`src/rtl/code_lock_fsm_if.sv`:
```
// Button/status bundle between the debouncer side and the code lock.
// LOCK_REPROGRAM_EN adds the prog strobe used to enter a new code.
interface code_lock_fsm_if;
    logic [3:0] btn;
    logic       unlocked;
    logic       error;
    logic       locked_out;
    logic [2:0] digit_count;
`ifdef LOCK_REPROGRAM_EN
    logic       prog;

    modport master (
        output btn, prog,
        input  unlocked, error, locked_out, digit_count
    );
    modport slave (
        input  btn, prog,
        output unlocked, error, locked_out, digit_count
    );
`else
    modport master (
        output btn,
        input  unlocked, error, locked_out, digit_count
    );
    modport slave (
        input  btn,
        output unlocked, error, locked_out, digit_count
    );
`endif
endinterface

```
`src/rtl/code_lock_fsm.sv`:
```
// Combination lock: press-edge digit entry, auto-relock, lockout on failures.
// Optional LOCK_REPROGRAM_EN lets the code be rewritten while open.
module code_lock_fsm #(
    parameter int          CODE_LEN       = 4,
    parameter logic [15:0] CODE           = 16'h1B00,
    parameter int          UNLOCK_CYCLES  = 50000000,
    parameter int          MAX_FAILS      = 3,
    parameter int          LOCKOUT_CYCLES = 100000000
) (
    input logic            clk,
    input logic            reset,
    code_lock_fsm_if.slave bus
);
    localparam int CW = 2 * CODE_LEN;
    localparam int FW = $clog2(MAX_FAILS + 1);
    localparam logic [CW-1:0] CODE_INIT = CODE[CW-1:0];
    localparam logic [31:0]   OPEN_LAST = 32'(UNLOCK_CYCLES - 1);
    localparam logic [31:0]   LOCK_LAST = 32'(LOCKOUT_CYCLES - 1);
    localparam logic [2:0]    LAST_IDX  = 3'(CODE_LEN - 1);
    localparam logic [FW-1:0] FAIL_MAX  = FW'(MAX_FAILS);
    localparam logic [FW-1:0] FAIL_LAST = FW'(MAX_FAILS - 1);

    typedef enum logic [1:0] {
        ENTRY,
        OPEN,
        LOCKOUT,
        SETCODE
    } state_t;

    state_t        state;
    logic [3:0]    btn_prev;
    logic [31:0]   timer;
    logic [FW-1:0] fail_cnt;
    logic          mismatch;
    logic [2:0]    digit_count;
    logic          unlocked_q;
    logic          error_q;
    logic          locked_out_q;
    logic [CW-1:0] code_q;

    logic [3:0] rise;
    logic       press;
    logic       multi;
    logic [1:0] digit;
    logic [1:0] exp_digit;
    logic       mism_next;

`ifdef LOCK_REPROGRAM_EN
    logic [CW-1:0] new_code;
    logic [CW-1:0] stage_code;
    logic [2:0]    set_idx;

    always_comb begin
        stage_code = new_code;
        for (int i = 0; i < CODE_LEN; i++) begin
            if (set_idx == 3'(i)) stage_code[2*i +: 2] = digit;
        end
    end
`else
    assign code_q = CODE_INIT;
`endif

    assign rise  = bus.btn & ~btn_prev;
    assign press = |rise;
    assign multi = |(rise & (rise - 4'd1));

    always_comb begin
        digit = 2'd0;
        for (int i = 3; i >= 0; i--) begin
            if (rise[i]) digit = 2'(i);
        end
    end

    always_comb begin
        exp_digit = 2'd0;
        for (int i = 0; i < CODE_LEN; i++) begin
            if (digit_count == 3'(i)) exp_digit = code_q[2*i +: 2];
        end
    end

    assign mism_next = mismatch | multi | (digit != exp_digit);

    always_ff @(posedge clk) begin
        if (reset) begin
            state        <= ENTRY;
            btn_prev     <= 4'b1111;
            timer        <= '0;
            fail_cnt     <= '0;
            mismatch     <= 1'b0;
            digit_count  <= '0;
            unlocked_q   <= 1'b0;
            error_q      <= 1'b0;
            locked_out_q <= 1'b0;
`ifdef LOCK_REPROGRAM_EN
            code_q       <= CODE_INIT;
            new_code     <= CODE_INIT;
            set_idx      <= '0;
`endif
        end else begin
            btn_prev <= bus.btn;
            error_q  <= 1'b0;
            unique case (state)
                ENTRY: begin
                    if (press) begin
                        if (digit_count == LAST_IDX) begin
                            digit_count <= '0;
                            mismatch    <= 1'b0;
                            timer       <= '0;
                            if (!mism_next) begin
                                state      <= OPEN;
                                unlocked_q <= 1'b1;
                                fail_cnt   <= '0;
                            end else begin
                                error_q <= 1'b1;
                                if (fail_cnt != FAIL_MAX)
                                    fail_cnt <= fail_cnt + 1'b1;
                                if (fail_cnt >= FAIL_LAST) begin
                                    state        <= LOCKOUT;
                                    locked_out_q <= 1'b1;
                                end
                            end
                        end else begin
                            digit_count <= digit_count + 3'd1;
                            mismatch    <= mism_next;
                        end
                    end
                end
                OPEN: begin
`ifdef LOCK_REPROGRAM_EN
                    if (press && bus.prog) begin
                        new_code <= stage_code;
                        if (CODE_LEN == 1) begin
                            code_q     <= stage_code;
                            state      <= ENTRY;
                            unlocked_q <= 1'b0;
                            timer      <= '0;
                        end else begin
                            state   <= SETCODE;
                            set_idx <= 3'd1;
                        end
                    end else
`endif
                    if (press || timer == OPEN_LAST) begin
                        state      <= ENTRY;
                        unlocked_q <= 1'b0;
                        timer      <= '0;
                    end else begin
                        timer <= timer + 32'd1;
                    end
                end
                LOCKOUT: begin
                    if (timer == LOCK_LAST) begin
                        state        <= ENTRY;
                        locked_out_q <= 1'b0;
                        fail_cnt     <= '0;
                        timer        <= '0;
                    end else begin
                        timer <= timer + 32'd1;
                    end
                end
                SETCODE: begin
`ifdef LOCK_REPROGRAM_EN
                    if (press) begin
                        new_code <= stage_code;
                        if (set_idx == LAST_IDX) begin
                            code_q     <= stage_code;
                            state      <= ENTRY;
                            unlocked_q <= 1'b0;
                            timer      <= '0;
                            set_idx    <= '0;
                        end else begin
                            set_idx <= set_idx + 3'd1;
                        end
                    end
`else
                    state      <= ENTRY;
                    unlocked_q <= 1'b0;
`endif
                end
            endcase
        end
    end

    assign bus.unlocked    = unlocked_q;
    assign bus.error       = error_q;
    assign bus.locked_out  = locked_out_q;
    assign bus.digit_count = digit_count;
endmodule

```
`src/flat_wrapper.sv`:
```
// flat-port wrapper written by rule: the top's interface ports become plain ports
module code_lock_fsm_flat 
#(
    parameter int          CODE_LEN       = 4,
    parameter logic [15:0] CODE           = 16'h1B00,
    parameter int          UNLOCK_CYCLES  = 50000000,
    parameter int          MAX_FAILS      = 3,
    parameter int          LOCKOUT_CYCLES = 100000000
)
  (clk, reset, bus_btn, bus_unlocked, bus_error, bus_locked_out, bus_digit_count);
  code_lock_fsm_if bus_i ();
  input logic clk;
  input logic reset;
  input wire logic [$bits(bus_i.btn)-1:0] bus_btn;
  output wire logic [$bits(bus_i.unlocked)-1:0] bus_unlocked;
  output wire logic [$bits(bus_i.error)-1:0] bus_error;
  output wire logic [$bits(bus_i.locked_out)-1:0] bus_locked_out;
  output wire logic [$bits(bus_i.digit_count)-1:0] bus_digit_count;
  assign bus_i.btn = bus_btn;
  assign bus_unlocked = bus_i.unlocked;
  assign bus_error = bus_i.error;
  assign bus_locked_out = bus_i.locked_out;
  assign bus_digit_count = bus_i.digit_count;
  code_lock_fsm #(.CODE_LEN(CODE_LEN), .CODE(CODE), .UNLOCK_CYCLES(UNLOCK_CYCLES), .MAX_FAILS(MAX_FAILS), .LOCKOUT_CYCLES(LOCKOUT_CYCLES)) u_core (.clk(clk), .reset(reset), .bus(bus_i));
endmodule
```
`config.mk`:
```
export PLATFORM = sky130hd
export DESIGN_NAME = code_lock_fsm_flat
export DESIGN_NICKNAME = d
export VERILOG_FILES = /design/src/rtl/code_lock_fsm_if.sv /design/src/rtl/code_lock_fsm.sv /design/src/flat_wrapper.sv
export SDC_FILE = /design/constraint.sdc
export NUM_CORES = 1
export LEC_CHECK = 0
export CAP_MARGIN = 15
export CORE_MARGIN = 2
export CORE_UTILIZATION = 55
export DETAILED_ROUTE_END_ITERATION = 10
export PLACE_DENSITY = 0.85
export SETUP_SLACK_MARGIN = 0.2
export SLEW_MARGIN = 10
export SYNTH_ARGS = -nofsm -noshare
export SYNTH_HDL_FRONTEND = slang
export SYNTH_SLANG_ARGS = --single-unit
export TNS_END_PERCENT = 1
```
`constraint.sdc`:
```
create_clock -name clk -period 2.6 [get_ports clk]
set_input_delay 0.39 -clock clk [delete_from_list [all_inputs] [get_ports clk]]
set_output_delay 0.39 -clock clk [all_outputs]
set_load 0.03 [all_outputs]
```
==> metrics.md, run 1 <==
| Metric | Value |
|---|---|
| Switching component of the power | a little over 0.5 mW |
| Top cells by area, synth | dfxtp_1, nand3_1, ha_1, nand4_1, nand2_1 |
| PnR worst setup slack | 0.153 ns |
| Ys async rst share | 0 |
| CTS buffer count | 5 |
| Grt ovf | 0 |
| Hold/Removal Path Class | reg2reg |
| Antenna Cells | 0 |
| Critical Path Start Type | register |
| Total power | 1.58 mW |
| Slew HR | 0.665 |
| Worst skew pair latency | approximately 0.3 ns |
| # clock sinks | between 40 and 50 |
| Largest net degree at the start of global routing | 28 |
| Final setup viols | 0 |
| GP Congestion | 0.861 |
| Part of the Yosys area used for sequential elements | 0.329 |
| 1st-pass router iterations | 5 |
| Logic pwr share | 0.242 |
| Ports | 12 |
| Area occupied by multi-input gates | roughly 1800 um2 |
| Clk slew on worst S/H paths | around 0.090 ns |
| Slew @ Worst Pin | roughly 0.50 ns |
| CP endpoint kind | register |
| Vias in the first global route | between 2,000 and 2,500 |
| Switch share | 0.319 |
| CP Class | reg2reg |
| P_int | ~1.1 mW |
| Post-synth EDFFs | 0 |
| Final period utilization | 0.941 |
| Yosys warnings | 0 |
| Syn Nets | 359 |
| Avg WL per Cell | 16.1 um |
| Fmax | between 400 and 500 MHz |
| Clock power share | 0.277 |
| R2R setup slack | around 0.15 ns |
| Seq. cell area | between 900 and 1000 um2 |
| Syn_area_per_cell | between 8 and 9 um2 |
| Die Area | 5800 um2 |
| DRT iter0 DRCs | 167 |
| Core Area | 5070 um2 |
| First-pass GRT wire length | 11,600 um |
| Synthesized area | approximately 2900 um2 |
| Cell taking the most area after synthesis | dfxtp_1 |
| Slew Viols, Final | 0 |
| Crit path time final | 2.45 ns |
| Sequential share of power | 0.481 |
| Worst R2R End | u_core.timer[21]$_SDFFE_PP0P_ |
| Most used flip-flop cell after synthesis | dfxtp_1 |
| Worst-path fanout max | 18 |
| Die Ht | 76.2 um |
| Initial antenna violation count | 0 |
| Seq cells post-synth | 47 |
| I/O Buffers | 11 |
| Chip Width | between 70 and 80 um |
| Clock H-tree levels | 2 |
| Setup repair bufs after CTS | 0 |
| CTS tree | yes |
| Critical path required time | about 2.8 ns |
| Total negative setup slack | 0 ns |
| Register-to-Register Path Depth | 8 |
| Status | finished clean |
| Max cap viols | 0 |
| Mapped Cells | about 340 |
| Clk_skew | 0.00674 ns |
| Antenna Nets Post-Route | 0 |
| Fillers | 449 |
| Tot GR Track Use | 0.244 |
| WP data arrival | 2.63 ns |
| Via Count | 2,760 |
| Place WS | approximately 0.023 ns |
| Starting Density | 0.564 |
| Rows | 26 |
| Final nets | 373 |
| Clock tree root buffer cell | clkbuf_8 |
| Clock Tree Buf Depth | 2 |
| Pleak | 1.07 nW |
| Vias per cell | ~6.4 |
| Final hold viol count | 0 |
| Crit path to | u_core.timer[21]$_SDFFE_PP0P_ |
| RSZ-0062 raised after global routing | yes |
| Area grow syn2layout | 10.7% |
| Reg-to-Reg Start | u_core.timer[0]$_SDFFE_PP0P_ |
| Critical path origin | u_core.timer[0]$_SDFFE_PP0P_ |
| Power Dens Cells | 499 nW/um2 |
| Synth cell types | 61 |
| Worst Hold Slack | 0.484 ns |
| WL final | 6890 um |
| Share of layout cells above drive strength 1 | 0.140 |
| Top cell type's share of synthesized area | 0.329 |
| DR DRC count | 0 |
| DP Wirelength | approximately 4700 um |
| VDD IR max | 0.250 mV |
## cell type report
type	count	area share
Multi-Input combinational cell	267	0.569
Sequential cell	47	0.297
Timing Repair Buffer	25	0.0679
Tap cell	70	0.0276
Clock buffer	7	0.0241
Inverter	11	0.0130
Clock inverter	1	0.00158
## cell usage in the layout, fill, tap and decap left out, drive strengths merged, types with 6 or more instances in the layout
master / instances
a21oi: 12
a31oi: 15
and3: 8
and4: 7
buf: 14
clkbuf: 7
clkdlybuf4s50: 11
dfxtp: 47
ha: 10
inv: 10
mux2i: 10
nand2: 32
nand2b: 6
nand3: 33
nand4: 21
nor2: 23
nor3: 8
o211ai: 7
o21ai: 7
o31ai: 6
or2: 11
## critical path, stage by stage (launching register included)
cell and delay (ns):
dfxtp_1 0.38, ha_1 0.23, and3_2 0.26, nand3_1 0.27
nor4b_4 0.39, o22ai_4 0.16, buf_4 0.23, a41oi_1 0.29
o31ai_1 0.11
## flip-flops by register name, indices dropped and copies added, names as in the netlist
register,flops
u_core.timer,32
u_core.btn_prev,4
u_core.bus.digit_count,3
u_core.fail_cnt,2
u_core.state,2
u_core.bus.error,1
u_core.bus.locked_out,1
u_core.bus.unlocked,1
u_core.mismatch,1
## synthesized netlist by cell type (7+ instances only)
cell / count
nand2_1: 32
clkbuf_1: 8
inv_1: 10
mux2i_1: 10
ha_1: 10
buf_2: 7
a21oi_1: 11
nor2_1: 23
nor3_1: 7
o211ai_1: 7
dfxtp_1: 47
a31oi_1: 15
nand3_1: 33
nand4_1: 20
or2_2: 10
## layer usage
metal | up-vias | global-route usage | share of wire
met1 | 1323 | 0.318 | 0.45
met3 | 12 | 0.0592 | 0.064
met5 | - | 0 | 0
met4 | 0 | 0.0764 | 0.011
li1 | 1325 | - | -
met2 | 100 | 0.401 | 0.48
## per-stage QoR
stage,std cells,utilization,cell area (um2)
2_1_floorplan,343,-,2860
4_1_cts,428,0.625,3170
3_5_place_dp,420,0.607,3080
3_3_place_gp,420,0.607,3080
6_report,428,0.625,3170
5_1_grt,428,0.625,3170
## kinds of logic after synthesis
group	count (synthesis)	synth area share
flip-flops	47	0.329
multiplexers	11	0.0389
AND/OR/NAND/NOR	177	0.364
AO/OA/AOI/OAI	69	0.177
buffers and inverters	29	0.0476
adder cells (fa/ha/maj)	10	0.0437
## repair_timing
item                                    in CTS  in global routing
endpoints found under the setup margin       1                 25
hold buffers                                 0                  0
cloned                                       0                  0
endpoints found under the hold margin        0                  0
gates resized for setup                      1                  1
## power by group through the flow
stage	logic (mW)	clock network (mW)	registers (mW)
after floorplan	0.236	0	0.796
after global placement	0.365	0	0.777
after detailed placement	0.372	0	0.778
after CTS	0.376	0.437	0.762
after global routing	0.421	0.476	0.766
final	0.383	0.439	0.762
## how the worst min path moves through the flow
stage / startpoint / slack [ns] / end / cells past startpoint
3_3_place_gp: u_core.timer[1]$_SDFFE_PP0P_ / 0.46 / u_core.timer[1]$_SDFFE_PP0P_ / 2
3_5_place_dp: u_core.timer[1]$_SDFFE_PP0P_ / 0.47 / u_core.timer[1]$_SDFFE_PP0P_ / 2
5_1_grt: u_core.timer[1]$_SDFFE_PP0P_ / 0.51 / u_core.timer[1]$_SDFFE_PP0P_ / 2
4_1_cts: u_core.timer[1]$_SDFFE_PP0P_ / 0.48 / u_core.timer[1]$_SDFFE_PP0P_ / 2
2_1_floorplan: u_core.timer[1]$_SDFFE_PP0P_ / 0.45 / u_core.timer[1]$_SDFFE_PP0P_ / 2
6_report: u_core.timer[1]$_SDFFE_PP0P_ / 0.48 / u_core.timer[1]$_SDFFE_PP0P_ / 2
Note: power is estimated with default switching activity, not from simulation.
==> run 2, diff against run 1 <==
--- a/config.mk
+++ b/config.mk
@@ -6,9 +6,10 @@
 export NUM_CORES = 1
 export LEC_CHECK = 0
 export CAP_MARGIN = 15
-export CORE_MARGIN = 2
+export CORE_MARGIN = 3
 export CORE_UTILIZATION = 55
 export DETAILED_ROUTE_END_ITERATION = 10
+export MAX_ROUTING_LAYER = met4
 export PLACE_DENSITY = 0.85
 export SETUP_SLACK_MARGIN = 0.2
 export SLEW_MARGIN = 10
==> metrics.md, run 2 (synthesis results as in run 1) <==
| Metric | Value |
|---|---|
| Fillers | 446 (-0.67%) |
| Power Dens Cells | 500 nW/um2 (+0.23%) |
| DRT iter0 DRCs | 219 (+31%) |
| Grt ovf | 0 (unchanged) |
| VDD IR max | 0.410 mV (+64%) |
| Clock tree root buffer cell | clkbuf_8 |
| Max reg flops | 32 (unchanged) |
| Hold-fix buffers, CTS | 0 (unchanged) |
| Reg-to-Reg Start | u_core.timer[0]$_SDFFE_PP0P_ |
| Ports | 12 (unchanged) |
| Antenna Nets Post-Route | 0 (unchanged) |
| Clk slew on worst S/H paths | 0.09 ns (about the same) |
| Starting Density | 0.587 (+0.0226) |
| Fmax | 444 MHz (+8.6%) |
| DR DRC count | 0 (unchanged) |
| Final nets | 369 (-1.1%) |
| Worst skew pair latency | 0.30 ns (about the same) |
| WP data arrival | 2.42 ns (-0.21 ns) |
| Register-to-Register Path Depth | 7 (-1) |
| Die Area | 6110 um2 (+5.3%) |
| Setup repair bufs after CTS | 0 (unchanged) |
| Slew HR | 0.645 (-0.0191) |
| Largest Register | u_core.timer |
| DP Wirelength | 4670 um (-1.3%) |
| Worst hold path depth | 2 (unchanged) |
| Antenna Cells | 0 (unchanged) |
| Area grow syn2layout | 9.79% |
| Critical path required time | 2.77 ns (about the same) |
| 1st-pass router iterations | 5 (unchanged) |
| WL final | 6630 um (-3.8%) |
| CTS tree | yes |
| Chip Width | 78.2 um (+2.6%) |
| Total power | 1.57 mW (-0.63%) |
| Hold/Removal Path Class | reg2reg |
| Most common cell after layout, fill and taps aside | dfxtp_1 |
| Clock Tree Buf Depth | 2 (unchanged) |
| Vias in the first global route | 2,393 (-2.0%) |
| Tot GR Track Use | 0.235 (-0.00955) |
| Pleak | 1.05 nW (-2.2%) |
| RSZ-0062 raised after global routing | no |
| First-pass GRT wire length | 11,400 um (-2.3%) |
| I/O Buffers | 11 (unchanged) |
| Worst-path fanout max | 12 (-6) |
| Most frequent cells in the layout | dfxtp_1, nand2_1, nand3_1, nor2_1, nand4_1 |
| Avg WL per Cell | 15.7 um (-2.2%) |
| R2R setup slack | 0.35 ns (+0.19 ns) |
| Largest net degree at the start of global routing | 28 (unchanged) |
| Die Ht | 78.2 um (+2.6%) |
| GP Congestion | 0.913 (+6.1%) |
| PostCTS Resize Cnt | 0 (-1) |
| Worst hold endpoint | u_core.bus.digit_count[1]$_SDFFE_PP0P_ |
| Status | finished clean |
| Slew Viols, Final | 0 (unchanged) |
| Clock H-tree levels | 2 (unchanged) |
| Critical Path Start Type | register |
| CTS buffer count | 5 (unchanged) |
| Initial antenna violation count | 0 (unchanged) |
| Slew @ Worst Pin | 0.525 ns (+0.0282 ns) |
| # clock sinks | 47 (unchanged) |
| Share of layout cells above drive strength 1 | 0.133 (-0.00690) |
| CP endpoint kind | register |
| Hold Startpoint | u_core.bus.digit_count[1]$_SDFFE_PP0P_ |
| Clk_skew | 0.0135 ns (+0.00673 ns) |
| Crit path cell chain | ha_1 > and3_2 > nand2_1 > nor4_4 > o22ai_4 > nand2_1 > o21ai_0 |
| Final hold viol count | 0 (unchanged) |
| CP Class | reg2reg |
| Final period utilization | 0.867 (-0.0742) |
| Rows | 25 (-3.8%) |
| Crit path largest cell delay | 0.42 ns (+0.03 ns) |
| Via Count | 2,682 (-2.8%) |
| Worst path slowest cell | nor4_4 |
| Final setup viols | 0 (unchanged) |
| Worst R2R End | u_core.timer[11]$_SDFFE_PP0P_ |
| Max cap viols | 0 (unchanged) |
| Core Area | 4880 um2 (-3.8%) |
| Total negative setup slack | 0 ns (unchanged) |
| Worst path most repeated cell | nand2_1 |
| Crit path time final | 2.25 ns (-0.193 ns) |
| Top Registers | u_core.timer (32), u_core.btn_prev (4), u_core.bus.digit_count (3) |
| Vias per cell | 6.37 (-1.2%) |
## run 2: cell types whose count changed in the layout (fill, tap and decap cells not counted), sizes merged
cell / change
clkbuf: -1
buf: -4
clkinvlp: +1
## run 2: how the worst max path moves through the flow
| stage | start | endpoint | cells past startpoint |
|---|---|---|---|
| floorplan | u_core.bus.digit_count[0]$_SDFFE_PP0P_ | u_core.timer[20]$_SDFFE_PP0P_ | 8 |
| global placement | bus_btn[3] | u_core.state[1]$_SDFFE_PP0P_ | 7 |
| detailed placement | bus_btn[3] | u_core.state[1]$_SDFFE_PP0P_ | 7 |
| CTS | u_core.timer[0]$_SDFFE_PP0P_ | u_core.timer[27]$_SDFFE_PP0P_ | 7 |
| global route | u_core.timer[0]$_SDFFE_PP0P_ | u_core.timer[7]$_SDFFE_PP0P_ | 8 |
| finish | u_core.timer[0]$_SDFFE_PP0P_ | u_core.timer[11]$_SDFFE_PP0P_ | 7 |
## run 2: per-stage QoR
| stage | instances | utilization | hold WS [ns] | instance area [um2] | setup WS [ns] |
|---|---|---|---|---|---|
| floorplan | 343 | - | 0.447 | 2860 | 0.572 |
| global placement | 413 | 0.624 | 0.465 | 3050 | 0.130 |
| detailed placement | 413 | 0.624 | 0.485 | 3050 | 0.0910 |
| CTS | 421 | 0.642 | 0.497 | 3130 | 0.328 |
| global route | 421 | 0.644 | 0.525 | 3140 | 0.226 |
| finish | 421 | 0.644 | 0.496 | 3140 | 0.346 |
## run 2: cell type report
type                            instances  area [um2]  area share
Clock inverter                          2        12.5     0.00398
Sequential cell                        47         941       0.299
Clock buffer                            6        72.6      0.0231
Inverter                               11        41.3      0.0131
Multi-Input combinational cell        267        1810       0.575
Tap cell                               67        83.8      0.0267
Timing Repair Buffer                   21         185      0.0589
## run 2: layer usage
layer / global-route usage / share of wire / vias up
met5: - / 0 / -
li1: - / - / 1325
met3: 0.0378 / 0.058 / 8
met2: 0.358 / 0.46 / 89
met1: 0.318 / 0.47 / 1260
met4: 0.0787 / 0.016 / 0
## run 2: report_power, final
| part | internal [mW] | leakage [nW] | switching [mW] | total (mW) |
|---|---|---|---|---|
| Clock | 0.188 | 0.0412 | 0.251 | 0.439 |
| Sequential | 0.743 | 0.380 | 0.0195 | 0.762 |
| Combinational | 0.141 | 0.624 | 0.230 | 0.372 |
## run 2: critical path, delay by kind of cell, from the launching register on
| kind | cells | cell delay [ns] |
|---|---|---|
| AND/OR/NAND/NOR | 4 | 1.18 |
| flip-flops | 1 | 0.39 |
| adder cells (fa/ha/maj) | 1 | 0.23 |
| AO/OA/AOI/OAI | 2 | 0.33 |
